**src/rtl/miriscv_data_arbiter.sv**
```systemverilog
`default_nettype none
// ============================================================================
// miriscv_data_arbiter: two-master arbiter for the miriscv_ram data port,
// routing in-order responses back to the issuing master via an ID FIFO.
// Revision: 1.0
// ============================================================================
module miriscv_data_arbiter #(
  parameter int MAX_OUTSTANDING = 2,
  parameter int ARB_MODE        = 0
) (
  input  logic        clk_i,
  input  logic        rst_n_i,

  input  logic        m0_req_i,
  input  logic        m0_we_i,
  input  logic [3:0]  m0_be_i,
  input  logic [31:0] m0_addr_i,
  input  logic [31:0] m0_wdata_i,
  output logic        m0_gnt_o,
  output logic        m0_rvalid_o,
  output logic [31:0] m0_rdata_o,

  input  logic        m1_req_i,
  input  logic        m1_we_i,
  input  logic [3:0]  m1_be_i,
  input  logic [31:0] m1_addr_i,
  input  logic [31:0] m1_wdata_i,
  output logic        m1_gnt_o,
  output logic        m1_rvalid_o,
  output logic [31:0] m1_rdata_o,

  output logic        s_req_o,
  output logic        s_we_o,
  output logic [3:0]  s_be_o,
  output logic [31:0] s_addr_o,
  output logic [31:0] s_wdata_o,
  input  logic        s_gnt_i,
  input  logic        s_rvalid_i,
  input  logic [31:0] s_rdata_i,

  output logic        err_o
);

  localparam int PTR_W = (MAX_OUTSTANDING > 1) ? $clog2(MAX_OUTSTANDING) : 1;
  localparam int CNT_W = $clog2(MAX_OUTSTANDING + 1);
  localparam logic [PTR_W-1:0] LAST_PTR = PTR_W'(MAX_OUTSTANDING - 1);
  localparam logic [CNT_W-1:0] FULL_CNT = CNT_W'(MAX_OUTSTANDING);

  logic [MAX_OUTSTANDING-1:0] ids_q, ids_d;
  logic [PTR_W-1:0]           wptr_q, wptr_d;
  logic [PTR_W-1:0]           rptr_q, rptr_d;
  logic [CNT_W-1:0]           count_q, count_d;
  logic                       last_grant_q, last_grant_d;
  logic                       err_q, err_d;

  logic full;
  logic empty;
  logic winner;
  logic sel_valid;
  logic accept;
  logic pop;
  logic head;

  function automatic logic [PTR_W-1:0] next_ptr(input logic [PTR_W-1:0] ptr);
    return (ptr == LAST_PTR) ? '0 : ptr + 1'b1;
  endfunction

  assign full  = (count_q == FULL_CNT);
  assign empty = (count_q == '0);

  // winner == 1 selects master 1; only meaningful when some master requests
  always_comb begin
    winner = 1'b0;
    if (ARB_MODE == 1) begin
      winner = ~m0_req_i;
    end else if (m0_req_i && m1_req_i) begin
      winner = ~last_grant_q;
    end else begin
      winner = ~m0_req_i;
    end
  end

  assign sel_valid = rst_n_i & (m0_req_i | m1_req_i) & ~full;
  assign accept    = sel_valid & s_gnt_i;

  assign s_req_o   = sel_valid;
  assign s_we_o    = sel_valid & (winner ? m1_we_i : m0_we_i);
  assign s_be_o    = sel_valid ? (winner ? m1_be_i    : m0_be_i)    : 4'h0;
  assign s_addr_o  = sel_valid ? (winner ? m1_addr_i  : m0_addr_i)  : 32'h0;
  assign s_wdata_o = sel_valid ? (winner ? m1_wdata_i : m0_wdata_i) : 32'h0;

  assign m0_gnt_o  = accept & ~winner;
  assign m1_gnt_o  = accept &  winner;

  // Responses with no outstanding ID are dropped and flagged instead of routed
  assign pop         = rst_n_i & s_rvalid_i & ~empty;
  assign head        = ids_q[rptr_q];
  assign m0_rvalid_o = pop & ~head;
  assign m1_rvalid_o = pop &  head;
  assign m0_rdata_o  = m0_rvalid_o ? s_rdata_i : 32'h0;
  assign m1_rdata_o  = m1_rvalid_o ? s_rdata_i : 32'h0;
  assign err_o       = err_q;

  always_comb begin
    ids_d        = ids_q;
    wptr_d       = wptr_q;
    rptr_d       = rptr_q;
    count_d      = count_q;
    last_grant_d = last_grant_q;
    err_d        = err_q | (s_rvalid_i & empty);

    if (accept) begin
      ids_d[wptr_q] = winner;
      wptr_d        = next_ptr(wptr_q);
      last_grant_d  = winner;
    end

    if (pop) begin
      rptr_d = next_ptr(rptr_q);
    end

    case ({accept, pop})
      2'b10:   count_d = count_q + 1'b1;
      2'b01:   count_d = count_q - 1'b1;
      default: count_d = count_q;
    endcase
  end

  always_ff @(posedge clk_i or negedge rst_n_i) begin
    if (!rst_n_i) begin
      ids_q        <= '0;
      wptr_q       <= '0;
      rptr_q       <= '0;
      count_q      <= '0;
      last_grant_q <= 1'b1;
      err_q        <= 1'b0;
    end else begin
      ids_q        <= ids_d;
      wptr_q       <= wptr_d;
      rptr_q       <= rptr_d;
      count_q      <= count_d;
      last_grant_q <= last_grant_d;
      err_q        <= err_d;
    end
  end

endmodule
`default_nettype wire

```
**config.mk**
```make
export PLATFORM = sky130hd
export DESIGN_NAME = miriscv_data_arbiter
export DESIGN_NICKNAME = d
export VERILOG_FILES = /design/src/rtl/miriscv_data_arbiter.sv
export SDC_FILE = /design/constraint.sdc
export NUM_CORES = 1
export LEC_CHECK = 0
export CAP_MARGIN = 20
export CORE_AREA = 2 2 122 124
export DETAILED_ROUTE_END_ITERATION = 8
export DIE_AREA = 0 0 124 126
export HOLD_SLACK_MARGIN = 0.05
export REMOVE_ABC_BUFFERS = 1
export SYNTH_ARGS = -nofsm -noshare
export SYNTH_HDL_FRONTEND = slang
export SYNTH_SLANG_ARGS = --single-unit
```
**constraint.sdc**
```tcl
create_clock -name clk_i -period 4.4 [get_ports clk_i]
set_clock_uncertainty 0.05 [all_clocks]
set_input_delay 0.88 -clock clk_i [delete_from_list [all_inputs] [get_ports clk_i]]
set_output_delay 0.88 -clock clk_i [all_outputs]
set_load 0.02 [all_outputs]
```
==> results.sh <==
export IMPL_num_vias=3902
export IMPL_finalWirelength_um=14000
export IMPL_die_h_um=126
export IMPL_hold_class="reg2reg"
export IMPL_cpMostUsedCell="clkdlybuf4s50_1"
export IMPL_swShare=0.472
export IMPL_clockPowerShare=0.093
export IMPL_worstPathMaxFanout=54
export IMPL_grt_max_degree=67
export IMPL_grt_use_total=0.160
export IMPL_syn_avg_cell_area_um2=6.19
export IMPL_die_area_um2=15600
export IMPL_dieWidth_um=124
export IMPL_hold_viol_final=0
export IMPL_cp_start_kind="input port"
export IMPL_clk_pin_slew_ps=30
export IMPL_worstPathArrival_ps=3150
export IMPL_coreArea_um2=14300
export IMPL_rsz0062_at_grt="no"
export IMPL_syn_area_um2=2240
export IMPL_fmax_mhz=245
export IMPL_ys_async_sr_fraction=1.00
export IMPL_clock_latency_ps=230
export IMPL_drt_iter0_drc=193
export IMPL_maxCapViolations=0
export IMPL_yosysTopAreaCell="nand3b_1"
export IMPL_fin_total_pwr_uw=1680
export IMPL_end_kind="primary output"
export IMPL_cts_made_buffers=3
export IMPL_slowest_stage="clkdlybuf4s50_1"
export IMPL_finalSetupViolCount=0
export IMPL_fin_ws_ps=317
export IMPL_drc=0
export IMPL_synth_cells=362
export IMPL_dp_slack_ps=338
export IMPL_start_util=0.157
export IMPL_worst_pin_slew_ps=669
export IMPL_synth_edf_count=0
export IMPL_grt_ovfl_total=0
export IMPL_antenna_found_initial=1
export IMPL_hpwlAfterDp_um=10600
export IMPL_yosys_top_cells_area="nand3b_1 (23%), and3_1 (18%), a21oi_1 (15%), o21ai_0 (15%), dfrtp_1 (7.8%)"
export IMPL_crit_type="in2out"
export IMPL_holdBufCountCts=0
export IMPL_cts_resized=0
export IMPL_grt_pass1_vias=3884
export IMPL_slew_viol_final=0
export IMPL_antennaDiodeCount=0
export IMPL_fin_nets=822
export IMPL_port_buffers=314
export IMPL_std_cell_rows=44
export IMPL_synth_common_cells="a21oi_1 (69), nand3b_1 (69), o21ai_0 (69)"
export IMPL_intPower_uw=888
export IMPL_slowest_delay_ps=660
export IMPL_period_share=0.928
export IMPL_detail_route_wl_per_cell_um=16.9
export IMPL_p_sw_uw=795
export IMPL_ys_flop_type="dfrtp_1"
export IMPL_synth_top_area_frac=0.231
export IMPL_dr_pass1_iters=4
export IMPL_drive_gt1_frac=0.0466
export IMPL_p_seq_frac=0.088
export IMPL_powerDensity_nw_per_um2=300
export IMPL_clockRootBuffer="clkbuf_16"
export IMPL_p_leak_uw=0.00214
export IMPL_synth_cell_types=28
export IMPL_ys_warn_count=0
export IMPL_p_comb_frac=0.819
export IMPL_period_minus_slack_ps=4080
export IMPL_htree_levels=1
export IMPL_ir_drop_mv=0.221
export IMPL_cts_tree="built"
export IMPL_ios=315
export IMPL_antenna_left=0
export IMPL_status="completed"
export IMPL_grt_pass1_wl_um=19900
export IMPL_slew_limit_headroom=0.553
export IMPL_cts_sinks=8
export IMPL_synth_seq_cells=8
export IMPL_yosysSeqAreaShare=0.0899
export IMPL_cts_buffer_depth=2
export IMPL_cp_required_ps=3470
export IMPL_place_congestion=0.788
export IMPL_via_per_inst=4.71
export IMPL_postCtsSetupBuffers=0
export IMPL_cp_cell_sequence="clkdlybuf4s50_1 -> nor2_1 -> or3b_2 -> buf_4 -> a21oi_1 -> clkdlybuf4s50_1"
export IMPL_synthToLayoutAreaGrowth_pct=151
[registers in the layout, indices dropped and copies added (netlist names)]
| name | flops |
|---|---|
| count_q | 2 |
| ids_q | 2 |
| err_o | 1 |
| last_grant_q | 1 |
| rptr_q | 1 |
| wptr_q | 1 |
[worst max-delay path: cells and delay by family]
family / cells / cell delay [ps]
buffers and inverters: 3 / 1450
and+or+nand+nor: 2 / 570
AOI/OAI and AO/OA: 1 / 210
[power by group through the flow]
| stage | registers (µW) | clock network, µW | logic (µW) |
|---|---|---|---|
| finish | 148 | 156 | 1380 |
| global route | 152 | 164 | 1480 |
| CTS | 147 | 160 | 1380 |
| detailed placement | 148 | 0 | 1370 |
| global placement | 144 | 0 | 1360 |
| floorplan | 135 | 0 | 683 |
[metal layers]
| layer | vias to the layer above | global-route usage | wire (µm) |
|---|---|---|---|
| met5 | - | 0 | 13 |
| met4 | 2 | 0.0324 | 201 |
| met3 | 15 | 0.0498 | 1540 |
| met2 | 210 | 0.297 | 6800 |
| met1 | 1789 | 0.177 | 5470 |
| li1 | 1886 | - | - |
[cell families after synthesis]
| group | share of synthesized area |
|---|---|
| xor gates and xnor gates | 0.0195 |
| AOI/OAI and AO/OA | 0.316 |
| adders and majority gates | 0.00558 |
| DFF | 0.0899 |
| muxes | 0.0195 |
| buffers and inverters | 0.0983 |
| and+or+nand+nor | 0.451 |
[path summary, 6_finish.rpt]
check,startpoint,end,slack (ps),depth (start not counted)
setup reg to reg,count_q[0]$_DFFE_PN0P_,count_q[1]$_DFFE_PN0P_,2570,6
min in group asynchronous,rst_n_i,ids_q[1]$_DFFE_PN0P_,920,2
hold / removal,err_o$_DFF_PN0_,err_o$_DFF_PN0_,420,1
max in group asynchronous,rst_n_i,last_grant_q$_DFFE_PN1N_,3160,2
hold reg to reg,err_o$_DFF_PN0_,err_o$_DFF_PN0_,420,1
setup / recovery,m1_req_i,s_wdata_o[29],320,6
[stage by stage]
| stage | cell area [µm²] | hold WS [ps] | instances | TNS [ps] | utilization |
|---|---|---|---|---|---|
| after floorplan | 2030 | 405 | 311 | -76620 | - |
| after global placement | 5540 | 392 | 824 | 0 | 0.387 |
| after detailed placement | 5540 | 400 | 824 | 0 | 0.387 |
| after CTS | 5620 | 419 | 828 | 0 | 0.392 |
| after global routing | 5620 | 436 | 828 | 0 | 0.392 |
| final | 5620 | 421 | 828 | 0 | 0.392 |
[cell usage in the layout (no fill, tap or decap)]
| master | Yosys | layout |
|---|---|---|
| nor2b_1 | 2 | 1 |
| inv_1 | 2 | 2 |
| nor4b_1 | 1 | 1 |
| clkbuf_1 | 37 | 1 |
| o21ai_0 | 69 | 69 |
| nor2_1 | 4 | 3 |
| or3b_2 | 0 | 1 |
| nor4_1 | 2 | 2 |
| nor3_1 | 3 | 3 |
| ha_1 | 1 | 1 |
| mux2i_2 | 0 | 1 |
| nand2_1 | 2 | 2 |
| nor2_2 | 0 | 1 |
| clkdlybuf4s50_1 | 0 | 312 |
| dfrtp_1 | 7 | 7 |
| buf_2 | 11 | 1 |
| and3_1 | 64 | 64 |
| and2_1 | 1 | 1 |
| a21o_1 | 1 | 1 |
| nand2b_1 | 1 | 1 |
| clkbuf_16 | 0 | 3 |
| buf_12 | 0 | 1 |
| o21ba_2 | 1 | 1 |
| mux2_2 | 3 | 3 |
| a21oi_1 | 69 | 69 |
| buf_4 | 1 | 15 |
| inv_2 | 1 | 1 |
| xor2_1 | 3 | 3 |
| xnor2_1 | 2 | 2 |
| dfstp_2 | 1 | 1 |
| nor2b_4 | 0 | 1 |
| nand3b_1 | 69 | 69 |
[final cells by class]
class	count	area, µm²
Timing Repair Buffer	329	3260
Sequential cell	8	201
Inverter	3	11.3
Fill cell	1452	8700
Multi-Input combinational cell	300	1830
Tap cell	184	230
Clock buffer	4	78.8
Note: power is estimated with default switching activity, not from simulation.
